### config.mk
export PLATFORM = sky130hd
export DESIGN_NAME = apb_req_ctrl
export DESIGN_NICKNAME = d
export VERILOG_FILES = /design/src/rtl/apb_req_pkg.sv /design/src/rtl/apb_wait_timer.sv /design/src/rtl/apb_req_ctrl.sv
export SDC_FILE = /design/constraint.sdc
export NUM_CORES = 1
export LEC_CHECK = 0
export CAP_MARGIN = 40
export CORE_MARGIN = 5
export CORE_UTILIZATION = 42
export CTS_CLUSTER_DIAMETER = 80
export DETAILED_ROUTE_END_ITERATION = 8
export PLACE_DENSITY_LB_ADDON = 0.25
export SETUP_SLACK_MARGIN = 0.15
export SLEW_MARGIN = 20
export SYNTH_ARGS = -nofsm -noshare
export SYNTH_HDL_FRONTEND = slang
export SYNTH_HIERARCHICAL = 1
export SYNTH_SLANG_ARGS = --single-unit
### constraint.sdc
create_clock -name pclkg -period 3.9 [get_ports pclkg]
set_input_delay 0.78 -clock pclkg [delete_from_list [all_inputs] [get_ports pclkg]]
set_output_delay 0.78 -clock pclkg [all_outputs]
set_load 0.02 [all_outputs]
### src/rtl/apb_req_pkg.sv
// Shared types for the APB requester: FSM states, protection width and the
// response record handed back on the response channel.
package apb_req_pkg;

    localparam int PROT_W     = 3;
    localparam int MAX_DATA_W = 32;

    typedef enum logic [1:0] {
        IDLE   = 2'd0,
        SETUP  = 2'd1,
        ACCESS = 2'd2,
        RESP   = 2'd3
    } state_t;

    // rdata is sized for the widest legal bus; narrower builds use the low bits
    typedef struct packed {
        logic [MAX_DATA_W-1:0] rdata;
        logic                  err;
        logic                  timeout;
    } rsp_t;

endpackage

### src/rtl/apb_wait_timer.sv
// Access-phase wait-state counter; expired flags the last permitted wait cycle
// so the requester can abort on the same edge.
module apb_wait_timer #(
    parameter int TIMEOUT = 16
) (
    input  logic pclkg,
    input  logic preset,
    input  logic clear,
    input  logic enable,
    output logic expired
);

    generate
        if (TIMEOUT == 0) begin : g_off
            assign expired = 1'b0;
        end else begin : g_on
            localparam int CW = $clog2(TIMEOUT + 1);
            // expired is raised while counting the TIMEOUT-th wait cycle
            localparam logic [CW-1:0] LIMIT = CW'(TIMEOUT - 1);

            logic [CW-1:0] cnt;

            always_ff @(posedge pclkg or posedge preset) begin
                if (preset)      cnt <= '0;
                else if (clear)  cnt <= '0;
                else if (enable) cnt <= cnt + 1'b1;
            end

            assign expired = enable && (cnt == LIMIT);
        end
    endgenerate

endmodule

### src/rtl/apb_req_ctrl.sv
// APB3/APB4 requester: turns a valid/ready command stream into single APB
// transfers and returns one response per command, with wait-state timeout.
module apb_req_ctrl
    import apb_req_pkg::*;
#(
    parameter int ADDR_W  = 12,
    parameter int DATA_W  = 32,
    parameter int APB4    = 1,
    parameter int TIMEOUT = 16
) (
    input  logic                pclkg,
    input  logic                preset,

    input  logic                cmd_valid,
    output logic                cmd_ready,
    input  logic                cmd_write,
    input  logic [ADDR_W-3:0]   cmd_addr,
    input  logic [DATA_W-1:0]   cmd_wdata,
    input  logic [DATA_W/8-1:0] cmd_strb,
    input  logic [PROT_W-1:0]   cmd_prot,

    output logic                rsp_valid,
    input  logic                rsp_ready,
    output logic [DATA_W-1:0]   rsp_rdata,
    output logic                rsp_err,
    output logic                rsp_timeout,

    output logic                psel,
    output logic                penable,
    output logic                pwrite,
    output logic [ADDR_W-3:0]   paddr,
    output logic [DATA_W-1:0]   pwdata,
    output logic [DATA_W/8-1:0] pstrb,
    output logic [PROT_W-1:0]   pprot,
    input  logic [DATA_W-1:0]   prdata,
    input  logic                pready,
    input  logic                pslverr
);

    localparam int STRB_W = DATA_W / 8;

    state_t state;
    rsp_t   rsp_q;
    logic   expired;

    apb_wait_timer #(.TIMEOUT(TIMEOUT)) u_wait_timer (
        .pclkg   (pclkg),
        .preset  (preset),
        .clear   (state != ACCESS),
        .enable  ((state == ACCESS) && !pready),
        .expired (expired)
    );

    assign rsp_rdata   = rsp_q.rdata[DATA_W-1:0];
    assign rsp_err     = rsp_q.err;
    assign rsp_timeout = rsp_q.timeout;

    always_ff @(posedge pclkg or posedge preset) begin
        if (preset) begin
            state     <= IDLE;
            cmd_ready <= 1'b0;
            psel      <= 1'b0;
            penable   <= 1'b0;
            pwrite    <= 1'b0;
            paddr     <= '0;
            pwdata    <= '0;
            pstrb     <= '0;
            pprot     <= '0;
            rsp_valid <= 1'b0;
            rsp_q     <= '0;
        end else begin
            case (state)
                IDLE: begin
                    cmd_ready <= 1'b1;
                    if (cmd_valid && cmd_ready) begin
                        cmd_ready <= 1'b0;
                        psel      <= 1'b1;
                        penable   <= 1'b0;
                        pwrite    <= cmd_write;
                        paddr     <= cmd_addr;
                        pwdata    <= cmd_write ? cmd_wdata : '0;
                        // APB3 slaves have no strobes: advertise every lane
                        if (APB4 == 0)      pstrb <= {STRB_W{1'b1}};
                        else if (cmd_write) pstrb <= cmd_strb;
                        else                pstrb <= '0;
                        pprot     <= (APB4 != 0) ? cmd_prot : '0;
                        state     <= SETUP;
                    end
                end
                SETUP: begin
                    penable <= 1'b1;
                    state   <= ACCESS;
                end
                ACCESS: begin
                    // a late pready beats the timeout in the limit cycle
                    if (pready) begin
                        psel          <= 1'b0;
                        penable       <= 1'b0;
                        rsp_q.rdata   <= pwrite ? '0 : MAX_DATA_W'(prdata);
                        rsp_q.err     <= pslverr;
                        rsp_q.timeout <= 1'b0;
                        rsp_valid     <= 1'b1;
                        state         <= RESP;
                    end else if (expired) begin
                        psel          <= 1'b0;
                        penable       <= 1'b0;
                        rsp_q.rdata   <= '0;
                        rsp_q.err     <= 1'b1;
                        rsp_q.timeout <= 1'b1;
                        rsp_valid     <= 1'b1;
                        state         <= RESP;
                    end
                end
                RESP: begin
                    if (rsp_ready) begin
                        rsp_valid <= 1'b0;
                        cmd_ready <= 1'b1;
                        state     <= IDLE;
                    end
                end
                default: state <= IDLE;
            endcase
        end
    end

endmodule
After elaboration in Yosys (flattened, before gate mapping)
Index checks and enable logic that the tools add are counted.

storage, ports and cells
  flip-flop bits (word level) = 95
  output and inout port bits = 88
  ROM bits = 0
  memories kept = 0
  input bits = 88
  word-level logic and storage cells = 66
  latch bits = 0
  RAM bits = 0

cells by class
  reductions and logical operators = 18
  divide/modulo/power cells = 0
  multiply operators = 0
  shift operators = 0
  $add $sub $neg = 1
  multiplexer cells = 25
  magnitude comparators = 0
  eq/ne operators = 8
  bitwise gates (word level) = 0

operators with widths
  kind                                           number
  two-way mux 34 bit                             2
  two-way mux 32 bit                             2
  AND reduction 3 bit                            4
  two-way mux 5 bit                              2
  nonzero test 2 bit                             5
  two-way mux 1 bit                              9
  two-way mux 2 bit                              4
  one-hot mux 2 bit (4 select lines)             1
  inequality test 2 bit, second input constant   3
  one-hot mux 1 bit (2 select lines)             3
  AND reduction 2 bit                            3
  adder 5 x 1 -> 5 bit, second input constant    1
  == test 5 x 4 -> 1 bit, second input constant  1
  == test 2 bit, second input constant           2
  two-way mux 4 bit                              1
  logical AND 1 bit                              3
  inequality test 3 bit, second input constant   1
  one-hot mux 1 bit (3 select lines)             1
  nonzero test 3 bit                             1
  == test 2 x 1 -> 1 bit, second input constant  1
  zero test 2 bit                                1
  zero test 1 bit                                1

Depth between registers and ports, before layout
Gate-level depths: netlist (run 1).

  depth in word-level cells = 6
  depth in mapped cells = 11
  depth with buffers taken out = 8

Cells and area by module
Netlist (run 1), hierarchy kept.

modules (own cells, without submodules)
  module          area each (µm²)  times used  cells each  sequential area each (µm²)
  apb_req_ctrl    3661.0           1           368         2252.2
  apb_wait_timer  289.0            1           25          125.1

Least setup slack after synthesis (run 1)
OpenSTA, ideal clock, no wires.

  path kind = register -> register
  from = register state[0]
  to = register penable
  arrival time = 1.812 ns
  cell stages (with the launch flop) = 10
  setup slack = 1.963 ns
  library setup time = 0.125 ns
  data required time = 3.775 ns
  buffers on the path = 1
  clock period less this slack = 1.937 ns
  path through = dfrtp_1 > inv_1 > ha_1 > inv_1 > nor2_1 > buf_6 > and2_1 > nor3b_2 > nor3_1 > mux2_2

between the ends
  word-level cells in the longest chain between the ends = 5
  elaborated cells on any way between the ends = 10
  those cells by class = eq/ne: 4; mux: 1; reduce/logical: 5

ends and longest elaborated chain
  element                          RTL line              text
  from (decl)                      apb_req_ctrl.sv:42    state_t state;
  from (signal assigned)           apb_req_ctrl.sv:60    state <= IDLE;
  from (signal assigned)           apb_req_ctrl.sv:87    state <= SETUP;
  from (signal assigned)           apb_req_ctrl.sv:92    state <= ACCESS;
  == test 2 bit                    apb_req_ctrl.sv:50    .enable ((state == ACCESS) && !pready),
  logical AND 1 bit                apb_req_ctrl.sv:50
  logical AND 1 bit                apb_wait_timer.sv:29  assign expired = enable && (cnt == LIMIT);
  net expired                      apb_req_ctrl.sv:44    logic expired;
  inequality test 3 bit (no line)  --
  AND reduction 3 bit (no line)    --
  to (signal assigned)             apb_req_ctrl.sv:63    penable <= 1'b0;
  to (signal assigned)             apb_req_ctrl.sv:78    penable <= 1'b0;
  to (signal assigned)             apb_req_ctrl.sv:91    penable <= 1'b1;
  to (decl)                        apb_req_ctrl.sv:29    output logic penable,

The timed path passes the listed nets, and every way through them passes these cells.
A chain may end at the register's enable or synchronous reset.

Worst setup path after layout (run 1)
  from = register state[0]
  to = register rsp_q, in the netlist rsp_rdata[16]

between the ends
  word-level cells in the longest chain between the ends = 5

ends and longest elaborated chain
  element                        RTL line              text
  == test 2 bit                  apb_req_ctrl.sv:50
  logical AND 1 bit              apb_req_ctrl.sv:50
  logical AND 1 bit              apb_wait_timer.sv:29
  net expired                    apb_req_ctrl.sv:44
  nonzero test 2 bit (no line)   --
  AND reduction 2 bit (no line)  --
  to (decl)                      apb_req_ctrl.sv:43    rsp_t rsp_q;

The timed path passes the listed nets, and every way through them passes these cells.

==> impl_metrics.yaml, run 1 <==
floorplanning:
  rows: 35
  die_w_um: 107
  die_area_sq_um: 11400
  die_h_um: 107
  core_sq_um: 9200
  start_util_pct: 43.0
  boundaryPins: 176
clock_network:
  cts_buffers: 9
  ctsHoldBuffers: 0
  post-cts-setup-buffers: 0
  htreeDepth: 3
  cts.sink_count: 95
  root_buffer: "clkbuf_8"
  cts_tree: "yes"
  clk-insertion-delay-late_ns: 0.36
  cts_resized: 0
  clockBufferDepth: 2
  clk_pin_slew_ns: 0.09
sta:
  tightest_slew_ns: 0.627
  fin_skew_ns: 0.0120
  fmax_ghz: 0.383
  finalSetupViolCount: 0
  slew_violations: 0
  tns_ns: 0
  post-route-period-util_pct: 67.0
  relSlewSlack_pct: 58.0
  finalHoldViolCount: 0
  rsz0062_at_grt: "false"
  period_minus_slack_ns: 2.61
logic_synthesis:
  async_reset_ff_share_pct: 100
  yosys_warnings: 6
  yosysTopAreaCell: "dfrtp_1"
  synth_area_sq_um: 3950
  ys_top_cells_by_count: "nand2_1 (137), dfrtp_1 (95), o21ai_0 (57)"
  synth_fp_nets: 489
  syn_avg_cell_area_sq_um: 10.1
  netlist_top_cells_area: "dfrtp_1 (60%), nand2_1 (13%), o21ai_0 (7.2%), mux2_2 (4.6%), ha_1 (2.5%)"
  synth-seq-cells: 95
  ys_types: 35
  netlist.area_leader.share_pct: 60.2
  ys_seq_area_share_pct: 60.2
  synth_edf_count: 0
  syn_inst: 393
  synth.most_common_cell: "nand2_1"
  synth_flop_cell: "dfrtp_1"
placed_design:
  routabilityCongestion: 0.779
  dp_cells: 659
  port_buffers: 175
  post_dp_cell_area_sq_um: 5770
  hpwl_um: 7470
cells_and_area:
  n_antenna_cell: 0
  design_area_sq_um: 6000
  drive_gt1_share_pct: 8.16
  layout.nets: 655
  fillers: 750
  final_cells: 675
  syn_to_final_growth_pct: 51.8
drt:
  first_pass_iters: 4
  drtIter0Drc: 99
  routed_wl_um: 10100
  avgViaCountPerCell: 4.78
  drc: 0
  wl_per_cell_um: 15.0
  vias: 3226
  ant_nets: 0
setup_path:
  cp_common_cell: "inv_1"
  cp_slowest_stage_delay_ns: 0.52
  worstPathRequired_ns: 4.11
  worstSetupPathType: "flop to flop"
  cp_max_fo: 69
  path_cells: "inv_1 -> ha_1 -> inv_1 -> nor2_1 -> and2_1 -> o21ai_4 -> buf_4 -> nand2_1 -> o21ai_0"
  start_kind: "flop"
  slowest_stage: "nor2_1"
  arrival_ns: 2.82
  end_kind: "flop"
power:
  clkPwrFrac_pct: 16.0
  seq_power_share_pct: 36.4
  pwr-share-comb_pct: 47.5
  power_w: 0.00439
  power.net_switching_w: 0.00164
  p_sw_share_pct: 37.5
  power.density_nw_per_um2: 732
  vdd_drop_max_mv: 0.296
  leakage_nw: 2.64
  intPower_w: 0.00274
global_route:
  met2_usage_pct: 29.1
  grt_util_met3_pct: 7.10
  busiest_layer: "met2"
  use_met1_pct: 21.9
  track_usage_pct: 17.9
  grt_overflow: 0
  grt_max_degree: 74
  grt_pass1_vias: 3301
  grt_pass1_wl_um: 16300
  antenna_found_initial: 0
hold_path:
  holdCritPathClass: "flop to flop"
outcome:
  status: "finished clean"
flow_run:
  max-cap-violations: 0
==> layer usage <==
| layer | part of all wire, % | routed length [um] | vias up |
|---|---|---|---|
| met5 | 0 | 0 | - |
| met4 | 0.95 | 96 | 0 |
| met3 | 11 | 1110 | 9 |
| met2 | 46 | 4630 | 135 |
| met1 | 42 | 4290 | 1470 |
| li1 | - | - | 1612 |
==> final cells by class <==
type                       instances  area (sq um)  share of cell area, %
sequential                        95          2380                   39.6
clock inverter                     3          47.5                  0.793
clock buffer                      13           179                   2.98
inverter                           8          32.5                  0.542
timing repair buffer             180          1810                   30.2
multi-input combinational        265          1410                   23.6
tap                              111           139                   2.32
==> metrics by stage <==
stage,hold slack [ns],util [%],setup WS (ns)
2_1_floorplan,0.542,-,0.785
3_3_place_gp,0.460,62.4,1.03
3_5_place_dp,0.470,62.7,0.947
4_1_cts,0.492,65.2,1.28
5_1_grt,0.500,65.2,0.976
6_report,0.483,65.2,1.29
==> worst max-delay path: cells and delay by family (launching register included) <==
family,cells,cell delay (ns)
AND/OR/NAND/NOR,3,0.96
flip-flops,1,0.44
buffers and inverters,3,0.60
adder cells (fa/ha/maj),1,0.30
AO/OA/AOI/OAI,2,0.15
==> layout by cell type (no fill, tap or decap), types with 2 or more instances in the layout <==
cell	instances
o21ai_0	57
nor2b_1	2
o21ai_1	15
mux2_2	16
mux2i_1	2
nor2_1	6
clkbuf_8	13
dfrtp_1	95
buf_4	4
nand2_1	137
a21oi_1	2
inv_1	7
clkdlybuf4s50_1	175
ha_1	8
==> registers in the layout (all words and copies together) (netlist names) <==
register,count
cmd_ready,1
paddr,10
penable,1
pprot,3
psel,1
pstrb,4
pwdata,32
pwrite,1
rsp_err,1
rsp_rdata,32
rsp_timeout,1
rsp_valid,1
state,2
u_wait_timer/g_on.cnt,5
==> cell families (layout without fill, tap and decap cells) <==
group / after synthesis / count (layout) / synth area share, %
compound gates: 81 / 81 / 10.9
mux: 19 / 19 / 5.45
xor+xnor: 1 / 1 / 0.222
buf+inv: 33 / 204 / 4.31
fa+ha+maj: 8 / 8 / 2.53
simple gates: 156 / 156 / 16.4
flops: 95 / 95 / 60.2
==> final timing paths <==
path                                             start  slack, ns                              endpoint  cells past startpoint
worst max-delay path              state[0]$_DFFE_PP0P_       1.29             rsp_rdata[16]$_DFFE_PP0P_                      9
max in group asynchronous                       preset       2.43                pwdata[11]$_DFFE_PP0P_                      3
worst max register to register    state[0]$_DFFE_PP0P_       1.29             rsp_rdata[16]$_DFFE_PP0P_                      9
worst min register to register  pwdata[30]$_DFFE_PP0P_       0.48                pwdata[30]$_DFFE_PP0P_                      2
min in group asynchronous                       preset       0.70  u_wait_timer/g_on.cnt[1]$_DFFE_PP0P_                      2
worst min-delay path            pwdata[30]$_DFFE_PP0P_       0.48                pwdata[30]$_DFFE_PP0P_                      2
==> power groups by stage <==
stage	registers (W)	clock network, W	logic, W
floorplan	0.00207	0	0.000630
global placement	0.00160	0	0.00207
detailed placement	0.00162	0	0.00211
CTS	0.00161	0.000730	0.00211
global route	0.00166	0.000767	0.00226
finish	0.00160	0.000704	0.00208
Note: power is estimated with default switching activity, not from simulation.
==> inputs of run 2 (changes only) <==
Clock period 3.9 ns to 2.5 ns, I/O delays scaled along.
==> run 2 against run 1 <==
  * Non-clock buffer count rose by 2
  * Worst hold slack got worse by 0.052 ns
  * Die area did not move
  * Count of clock-buffer cells in the layout fell by 3
  * Via count rose by 1.5%
  * Wire length rose by 1.9%
  * Combinational power rose by 59%
  * Cell area rose by 0.44%
  * Largest cell class unchanged
  * Largest power group unchanged
==> impl_metrics.yaml, run 2 (synthesis gave the netlist of run 1 again) <==
cells_and_area:
  layout_common_cells: "clkdlybuf4s50_1 (175), nand2_1 (137), dfrtp_1 (95)"
  syn_to_final_growth_pct: 52.5
  final_common_cell: "clkdlybuf4s50_1"
  utilization_pct: 65.5
  layout.nets: 657
  n_antenna_cell: 0
  drive_gt1_share_pct: 8.30
sta:
  tightest_slew_ns: 0.438
  finalSetupViolCount: 0
  tns_ns: 0
  rsz0062_at_grt: "false"
  slew_violations: 0
  post-route-period-util_pct: 85.6
  fin_skew_ns: 0.0119
  finalHoldViolCount: 0
  whs_ns: 0.432
  period_minus_slack_ns: 2.14
  relSlewSlack_pct: 70.8
  fmax_ghz: 0.467
  setup_slack_ns: 0.360
setup_path:
  end_kind: "flop"
  slowest_stage: "dfrtp_1"
  worstSetupPathType: "flop to flop"
  path_buf_inv: 2
  arrival_ns: 2.38
  cp_max_fo: 7
  start_kind: "flop"
  crit_family: "simple AND/OR/NAND/NOR gates"
  r2r_slack_ns: 0.36
  cp_slowest_stage_delay_ns: 0.45
  cp_common_cell: "inv_1"
  worstPathRequired_ns: 2.74
  path_cells: "inv_1 -> ha_1 -> inv_1 -> nor2_1 -> and2_1 -> nor3b_2 -> nor3_1 -> mux2_2"
clock_network:
  post-cts-setup-buffers: 0
  root_buffer: "clkbuf_8"
  cts_resized: 0
  htreeDepth: 3
  clockBufferDepth: 2
  cts_tree: "yes"
  cts_buffers: 9
  clk_pin_slew_ns: 0.09
  cts.sink_count: 95
  ctsHoldBuffers: 0
  clk-insertion-delay-late_ns: 0.35
global_route:
  track_usage_pct: 18.6
  grt_overflow: 0
  grt_max_degree: 86
  antenna_found_initial: 0
  grt_pass1_vias: 3351
  grt_pass1_wl_um: 16700
power:
  vdd_drop_max_mv: 0.614
  leakage_nw: 2.65
  power.density_nw_per_um2: 1150
floorplanning:
  core_sq_um: 9200
  rows: 35
  start_util_pct: 43.0
  die_area_sq_um: 11400
  die_h_um: 107
  boundaryPins: 176
  die_w_um: 107
drt:
  wl_per_cell_um: 15.2
  drtIter0Drc: 104
  vias: 3275
  drc: 0
  first_pass_iters: 4
  routed_wl_um: 10300
  avgViaCountPerCell: 4.84
  ant_nets: 0
placed_design:
  preCtsSetupSlack_ns: 0.385
  port_buffers: 175
  routabilityCongestion: 0.787
  hpwl_um: 7730
hold_path:
  holdCritPathClass: "primary input to asynchronous set/reset pin"
outcome:
  status: "finished clean"
flow_run:
  max-cap-violations: 0
run 2: where the power goes:
group,switching [W],internal [W],leakage [nW]
logic,0.00172,0.00158,1.30
clock network,0.000542,0.000572,0.111
registers,0.000341,0.00215,1.23
total,0.00260,0.00430,2.65
run 2: path summary, 6_finish.rpt:
path,start,endpoint,depth (start not counted)
worst max-delay path,state[0]$_DFFE_PP0P_,penable$_DFFE_PP0P_,8
worst min-delay path,preset,u_wait_timer/g_on.cnt[0]$_DFFE_PP0P_,2
worst max register to register,state[0]$_DFFE_PP0P_,penable$_DFFE_PP0P_,8
worst min register to register,pwdata[30]$_DFFE_PP0P_,pwdata[30]$_DFFE_PP0P_,2
max in group asynchronous,preset,pwdata[1]$_DFFE_PP0P_,3
min in group pclkg,pwdata[30]$_DFFE_PP0P_,pwdata[30]$_DFFE_PP0P_,2
run 2: layer usage:
layer  vias to the layer above  global-route usage, %  wire length, um
li1                       1616                      -                -
met1                      1544                   22.5             4310
met2                       100                   33.0             5290
met3                        15                   3.73              553
met4                         0                   6.21              160
met5                         -                      0                0
run 2: layout make-up:
class	count	area, sq um
Timing Repair Buffer	182	1840
Sequential cell	95	2380
Clock inverter	6	91.3
Inverter	8	33.8
Multi-Input combinational cell	265	1410
Tap cell	111	139
Fill cell	741	3170
Clock buffer	10	128
run 2: metrics by stage:
| stage | cell area, sq um | instances | total power [W] |
|---|---|---|---|
| floorplan | 3950 | 393 | 0.00422 |
| CTS | 6020 | 677 | 0.00700 |
| global route | 6020 | 677 | 0.00738 |
| global placement | 5800 | 661 | 0.00575 |
| detailed placement | 5800 | 661 | 0.00587 |
| finish | 6020 | 677 | 0.00690 |
